===== src/rtl/mem_bridge_pkg.sv =====
// Shared types and lane helpers for the CPU-to-SRAM data-memory bridge.
package mem_bridge_pkg;

    localparam int unsigned ADDR_W = 32;
    localparam int unsigned DATA_W = 32;
    localparam int unsigned BE_W   = DATA_W / 8;

    typedef enum logic [1:0] {
        SZ_BYTE = 2'b00,
        SZ_HALF = 2'b01,
        SZ_WORD = 2'b10,
        SZ_ILL  = 2'b11
    } size_e;

    typedef enum logic [1:0] {
        ST_IDLE,
        ST_REQ,
        ST_RESP,
        ST_DONE
    } state_e;

    function automatic logic [BE_W-1:0] byte_en(input size_e size, input logic [1:0] off);
        case (size)
            SZ_BYTE: return 4'b0001 << off;
            SZ_HALF: return 4'b0011 << {off[1], 1'b0};
            default: return 4'b1111;
        endcase
    endfunction

    function automatic logic [DATA_W-1:0] repl_wdata(input size_e size, input logic [DATA_W-1:0] wdata);
        case (size)
            SZ_BYTE: return {4{wdata[7:0]}};
            SZ_HALF: return {2{wdata[15:0]}};
            default: return wdata;
        endcase
    endfunction

    function automatic logic misaligned(input size_e size, input logic [1:0] off);
        case (size)
            SZ_HALF: return off[0];
            SZ_WORD: return off != 2'b00;
            default: return 1'b0;
        endcase
    endfunction

endpackage


===== src/rtl/mem_bridge_if.sv =====
// SRAM-side request/response bus between the bridge (master) and memory (slave).
interface mem_bridge_if;
    import mem_bridge_pkg::*;

    logic              b_req;
    logic              b_gnt;
    logic [ADDR_W-1:0] b_addr;
    logic              b_we;
    logic [BE_W-1:0]   b_be;
    logic [DATA_W-1:0] b_wdata;
    logic              b_rvalid;
    logic [DATA_W-1:0] b_rdata;

    modport master (
        output b_req, b_addr, b_we, b_be, b_wdata,
        input  b_gnt, b_rvalid, b_rdata
    );

    modport slave (
        input  b_req, b_addr, b_we, b_be, b_wdata,
        output b_gnt, b_rvalid, b_rdata
    );

endinterface


===== src/rtl/mem_bridge_load_align.sv =====
// Load lane select plus sign/zero extension of SRAM read data.
module mem_bridge_load_align
    import mem_bridge_pkg::*;
(
    input  logic [DATA_W-1:0] rdata,
    input  logic [1:0]        off,
    input  size_e             size,
    input  logic              uns,
    output logic [DATA_W-1:0] result
);

    logic [7:0]  byte_v;
    logic [15:0] half_v;

    always_comb begin
        byte_v = rdata[{off, 3'b000} +: 8];
        half_v = rdata[{off[1], 4'b0000} +: 16];
        result = rdata;
        case (size)
            SZ_BYTE: result = uns ? {24'h0, byte_v} : {{24{byte_v[7]}}, byte_v};
            SZ_HALF: result = uns ? {16'h0, half_v} : {{16{half_v[15]}}, half_v};
            default: result = rdata;
        endcase
    end

endmodule


===== src/rtl/mem_bridge.sv =====
// CPU load/store port to single-ported SRAM bus bridge with transaction watchdog.
// Optional misalignment trap: define MEM_BRIDGE_MISALIGN_CHECK_EN.
module mem_bridge
    import mem_bridge_pkg::*;
#(
    parameter int unsigned TIMEOUT = 255
) (
    input  logic              clk,
    input  logic              rst,
    input  logic              c_valid,
    input  logic [ADDR_W-1:0] c_addr,
    input  logic [DATA_W-1:0] c_wdata,
    input  logic [1:0]        c_size,
    input  logic              c_wr,
    input  logic              c_unsigned,
    output logic              c_ready,
    output logic              c_err,
    output logic [DATA_W-1:0] c_rdata,
    output logic              busy,
    mem_bridge_if.master      bus
);

    localparam int unsigned CNT_W = (TIMEOUT > 1) ? $clog2(TIMEOUT + 1) : 1;

    state_e            state_q;
    logic [1:0]        off_q;
    size_e             size_q;
    logic              uns_q;
    logic              err_q;
    logic [DATA_W-1:0] rdata_q;
    logic [CNT_W-1:0]  cnt_q;
    logic [DATA_W-1:0] load_data;
    logic              req_bad;
    logic              wd_hit;

    mem_bridge_load_align u_load_align (
        .rdata  (bus.b_rdata),
        .off    (off_q),
        .size   (size_q),
        .uns    (uns_q),
        .result (load_data)
    );

    // Requests rejected without touching the bus
    always_comb begin
        req_bad = (size_e'(c_size) == SZ_ILL);
`ifdef MEM_BRIDGE_MISALIGN_CHECK_EN
        req_bad = req_bad | misaligned(size_e'(c_size), c_addr[1:0]);
`endif
    end

    // Counter is >= TIMEOUT-1 in the last allowed REQ/RESP cycle
    assign wd_hit = (TIMEOUT != 0) && (cnt_q >= CNT_W'(TIMEOUT - 1));

    assign c_ready   = (state_q == ST_DONE);
    assign busy      = (state_q != ST_IDLE);
    assign bus.b_req = (state_q == ST_REQ);
    assign c_err     = err_q;
    assign c_rdata   = rdata_q;

    // Grant/rvalid win over a watchdog expiry in the same cycle
    always_ff @(posedge clk or negedge rst) begin
        if (!rst) begin
            state_q     <= ST_IDLE;
            off_q       <= 2'b00;
            size_q      <= SZ_BYTE;
            uns_q       <= 1'b0;
            err_q       <= 1'b0;
            rdata_q     <= '0;
            cnt_q       <= '0;
            bus.b_addr  <= '0;
            bus.b_we    <= 1'b0;
            bus.b_be    <= '0;
            bus.b_wdata <= '0;
        end else begin
            case (state_q)
                ST_IDLE: begin
                    if (c_valid) begin
                        off_q   <= c_addr[1:0];
                        size_q  <= size_e'(c_size);
                        uns_q   <= c_unsigned;
                        rdata_q <= '0;
                        cnt_q   <= '0;
                        if (req_bad) begin
                            err_q   <= 1'b1;
                            state_q <= ST_DONE;
                        end else begin
                            err_q       <= 1'b0;
                            state_q     <= ST_REQ;
                            bus.b_addr  <= {c_addr[ADDR_W-1:2], 2'b00};
                            bus.b_we    <= c_wr;
                            bus.b_be    <= byte_en(size_e'(c_size), c_addr[1:0]);
                            bus.b_wdata <= repl_wdata(size_e'(c_size), c_wdata);
                        end
                    end
                end
                ST_REQ: begin
                    cnt_q <= cnt_q + CNT_W'(1);
                    if (bus.b_gnt) begin
                        state_q <= bus.b_we ? ST_DONE : ST_RESP;
                    end else if (wd_hit) begin
                        err_q   <= 1'b1;
                        state_q <= ST_DONE;
                    end
                end
                ST_RESP: begin
                    cnt_q <= cnt_q + CNT_W'(1);
                    if (bus.b_rvalid) begin
                        rdata_q <= load_data;
                        state_q <= ST_DONE;
                    end else if (wd_hit) begin
                        err_q   <= 1'b1;
                        state_q <= ST_DONE;
                    end
                end
                default: state_q <= ST_IDLE;
            endcase
        end
    end

endmodule


===== src/flat_wrapper.sv =====
// flat-port wrapper written by rule: the top's interface ports become plain ports
module mem_bridge_flat import mem_bridge_pkg::*;
#(
    parameter int unsigned TIMEOUT = 255
)
  (clk, rst, c_valid, c_addr, c_wdata, c_size, c_wr, c_unsigned, c_ready, c_err, c_rdata, busy, bus_b_req, bus_b_addr, bus_b_we, bus_b_be, bus_b_wdata, bus_b_gnt, bus_b_rvalid, bus_b_rdata);
  mem_bridge_if bus_i ();
  input  logic clk;
  input  logic rst;
  input  logic c_valid;
  input  logic [ADDR_W-1:0] c_addr;
  input  logic [DATA_W-1:0] c_wdata;
  input  logic [1:0] c_size;
  input  logic c_wr;
  input  logic c_unsigned;
  output logic c_ready;
  output logic c_err;
  output logic [DATA_W-1:0] c_rdata;
  output logic busy;
  output wire logic [$bits(bus_i.b_req)-1:0] bus_b_req;
  output wire logic [$bits(bus_i.b_addr)-1:0] bus_b_addr;
  output wire logic [$bits(bus_i.b_we)-1:0] bus_b_we;
  output wire logic [$bits(bus_i.b_be)-1:0] bus_b_be;
  output wire logic [$bits(bus_i.b_wdata)-1:0] bus_b_wdata;
  input wire logic [$bits(bus_i.b_gnt)-1:0] bus_b_gnt;
  input wire logic [$bits(bus_i.b_rvalid)-1:0] bus_b_rvalid;
  input wire logic [$bits(bus_i.b_rdata)-1:0] bus_b_rdata;
  assign bus_b_req = bus_i.b_req;
  assign bus_b_addr = bus_i.b_addr;
  assign bus_b_we = bus_i.b_we;
  assign bus_b_be = bus_i.b_be;
  assign bus_b_wdata = bus_i.b_wdata;
  assign bus_i.b_gnt = bus_b_gnt;
  assign bus_i.b_rvalid = bus_b_rvalid;
  assign bus_i.b_rdata = bus_b_rdata;
  mem_bridge #(.TIMEOUT(TIMEOUT)) u_core (.clk(clk), .rst(rst), .c_valid(c_valid), .c_addr(c_addr), .c_wdata(c_wdata), .c_size(c_size), .c_wr(c_wr), .c_unsigned(c_unsigned), .c_ready(c_ready), .c_err(c_err), .c_rdata(c_rdata), .busy(busy), .bus(bus_i));
endmodule

===== config.mk =====
export PLATFORM = sky130hd
export DESIGN_NAME = mem_bridge_flat
export DESIGN_NICKNAME = d
export VERILOG_FILES = /design/src/rtl/mem_bridge_pkg.sv /design/src/rtl/mem_bridge_if.sv /design/src/rtl/mem_bridge_load_align.sv /design/src/rtl/mem_bridge.sv /design/src/flat_wrapper.sv
export SDC_FILE = /design/constraint.sdc
export NUM_CORES = 1
export LEC_CHECK = 0
export CAP_MARGIN = 10
export CORE_MARGIN = 3
export CORE_UTILIZATION = 48
export DETAILED_ROUTE_END_ITERATION = 12
export GPL_TIMING_DRIVEN = 0
export PLACE_DENSITY = 0.88
export SLEW_MARGIN = 0
export SYNTH_ARGS = -nofsm -noshare
export SYNTH_HDL_FRONTEND = slang
export SYNTH_SLANG_ARGS = --single-unit

===== constraint.sdc =====
create_clock -name clk -period 3.6 [get_ports clk]
set_input_delay 0.36 -clock clk [delete_from_list [all_inputs] [get_ports clk]]
set_output_delay 0.36 -clock clk [all_outputs]
set_load 0.01 [all_outputs]

==> results.json <==
{
  "startpoint_type": "register",
  "r2r_end": "u_core.c_rdata[22]",
  "synthAdderAreaFrac": 0.0138,
  "grt_pass1_wl_um": 28000,
  "fin_skew_ns": 0.00838,
  "grt_max_degree": 98,
  "insertion_delay_ns": 0.41,
  "dieArea_um2": 12600,
  "place_area_um2": 7710,
  "numCtsBuffers": 17,
  "yosysWarnings": 0,
  "path_common_cell": "inv_1",
  "synth_cell_types": 51,
  "ant_nets": 0,
  "cts_sinks": 115,
  "p_leak_nw": 3.80,
  "p_seq_frac": 0.312,
  "drive_gt1_frac": 0.0825,
  "fin_area_um2": 8330,
  "synth-edff-count": 0,
  "synth_top_family_by_area": "simple AND/OR/NAND/NOR gates",
  "reg2reg_from": "u_core.state_q[0]",
  "drv_slew": 0,
  "startpoint": "u_core.state_q[0]",
  "clkPwrFrac": 0.240,
  "regToRegSetupSlack_ns": 1.38,
  "crit_cells": 5,
  "dpl.hpwl_um": 12800,
  "totalWireLength_um": 17400,
  "yosysTopAreaCellShare": 0.529,
  "synth_ff_type": "dfrtp_1",
  "antenna_found_initial": 0,
  "num-fill-cells": 734,
  "cp_cell_sequence": "inv_1 > ha_1 > buf_6 > inv_1 > clkdlybuf4s50_1",
  "syn_area_um2": 5440,
  "synth_xor_area_frac": 0,
  "drc": 0,
  "outcome": "finished, final reports clean",
  "place.gp.congestion": 0.869,
  "cpMaxStageDelayCell": "clkdlybuf4s50_1",
  "critPathMaxStageDelay_ns": 0.56,
  "cts_tree": "done",
  "area_growth_pct": 53.2,
  "timing.fmax_mhz": 442,
  "layout_common_cells": "205 x clkdlybuf4s50_1, 177 x nand2_1, 115 x dfrtp_1",
  "port_buffers": 206,
  "vias": 5276,
  "synthCells": 572,
  "multi_input_area_um2": 2370,
  "viasPerCell": 5.54,
  "muxShareOfSynthArea": 0.0839,
  "io_pins": 210,
  "post_cts.repair.setup_buffers": 0,
  "finalSetupViolations": 0,
  "grt_pass1_vias": 5624,
  "yosys.area.top_type": "dfrtp_1",
  "fin_tns_setup_ns": 0,
  "synth-async-reset-ratio": 1.00,
  "cp_max_fo": 9,
  "clockBufferDepth": 2,
  "grt-ovfl-total": 0,
  "chipHeight_um": 112,
  "synth-seq-area-share": 0.529,
  "postSynthAreaPerCell_um2": 9.51,
  "cp.required_ns": 3.24,
  "p_int_w": 0.00466,
  "holdBufCountCts": 1,
  "post_cts_resized": 0,
  "worstHoldPathType": "input port to asynchronous set/reset pin",
  "reg2regPathDepth": 8,
  "combPwrFrac": 0.448,
  "synthTopCellsByArea": "dfrtp_1 53%, nand2_1 12%, mux2i_1 5.7%",
  "clk_pin_slew_ns": 0.06,
  "core_area_um2": 10900,
  "grt_setup_unrepaired": "false",
  "arrival_ns": 1.90,
  "irDropWorstVdd_v": 0.000472,
  "synth_compound_area_frac": 0.143,
  "finalCriticalPeriod_ns": 2.26,
  "seq_area_um2": 2880,
  "cts-root-buf": "clkbuf_16",
  "firstDrtPassIters": 5,
  "p_switching_w": 0.00255,
  "synth-seq-cells": 115,
  "worstMarginPinSlew_ns": 0.568,
  "cts_max_level": 4,
  "initialDrtViolationCount": 275,
  "crit_type": "register to output pin",
  "fp.dieW_um": 112,
  "wl_per_cell_um": 18.3,
  "start_util": 0.497,
  "final_common_cell": "clkdlybuf4s50_1",
  "relSlewSlack": 0.622,
  "powerDensity_nw_per_um2": 866,
  "crit_end": "busy",
  "synth-simple-area-share": 0.193,
  "num_rows": 38,
  "crit_family": "buffers and inverters",
  "min_period_over_period": 0.629,
  "insertedDiodeCount": 0,
  "cap_violations": 0,
  "end_kind": "output pin",
  "layout.nets": 911,
  "p_sw_frac": 0.354,
  "hold_violations": 0,
  "crit_buf_inv": 4,
  "track_usage": 0.280
}
worst min path at each step:
stage                                        to  cells after the start
after global placement    u_core.bus.b_wdata[4]                      2
final                        u_core.c_rdata[25]                      2
after CTS                     u_core.c_rdata[3]                      2
after global routing          u_core.c_rdata[3]                      2
after floorplan           u_core.bus.b_addr[10]                      0
after detailed placement      u_core.c_rdata[3]                      1
kinds of logic after synthesis:
group	count (synthesis)
and+or+nand+nor	247
other	1
buffers and inverters	44
adders and majority gates	6
muxes	43
DFF	115
AOI/OAI and AO/OA	116
registers in the layout, summed over array words and instances, names as in the netlist:
name,count
u_core.c_rdata,32
u_core.bus.b_wdata,32
u_core.off_q,2
u_core.bus.b_addr,30
u_core.c_err,1
u_core.state_q,2
u_core.bus.b_we,1
u_core.cnt_q,8
u_core.uns_q,1
u_core.bus.b_be,4
u_core.size_q,2
power by group through the flow:
stage	clock, W	combinational, W	sequential [W]
after global routing	0.00181	0.00352	0.00231
after global placement	0	0.00311	0.00222
final	0.00173	0.00323	0.00225
after floorplan	0	0.00133	0.00243
after CTS	0.00174	0.00325	0.00224
after detailed placement	0	0.00322	0.00224
layer usage:
| metal | vias to the layer above | global-route usage | share of wire |
|---|---|---|---|
| li1 | 2422 | - | - |
| met1 | 2541 | 0.323 | 0.38 |
| met2 | 255 | 0.468 | 0.49 |
| met3 | 58 | 0.0970 | 0.091 |
| met4 | 0 | 0.133 | 0.036 |
| met5 | - | 0 | 0 |
area by class of cell:
| class | count | share of cell area |
|---|---|---|
| Sequential cell | 115 | 0.345 |
| Multi-Input combinational cell | 414 | 0.284 |
| Timing Repair Buffer | 208 | 0.252 |
| Clock buffer | 22 | 0.0581 |
| Tap cell | 140 | 0.0210 |
| Buffer | 36 | 0.0200 |
| Clock inverter | 9 | 0.0153 |
| Inverter | 8 | 0.00360 |
Yosys cell counts (2+ instances only):
cell type  number
a21oi_2         2
nor3_1          2
dfrtp_1       115
o21ai_0        33
buf_4           2
mux2_2         10
inv_1           7
o31ai_1         6
nand2b_1       22
mux2i_1        31
buf_1           2
a221o_1        16
a21oi_1        14
a31oi_1         3
nor2_1         19
nand2_1       177
clkbuf_1       18
o21ai_1        20
and2_1          3
nand3_1         9
buf_2          12
nor2_2          2
nor2b_1         7
a32o_1          8
ha_1            6
per-stage QoR:
stage	power (W)	hold WS [ns]	setup WS (ns)	utilization	std cells
after floorplan	0.00376	0.0644	1.72	-	573
after global placement	0.00533	0.457	-2.18	0.702	919
after detailed placement	0.00546	0.211	1.22	0.705	920
after CTS	0.00723	0.364	1.34	0.762	952
after global routing	0.00764	0.388	1.12	0.762	952
final	0.00721	0.366	1.34	0.762	952
No activity file was read; power rests on OpenSTA's default activity.
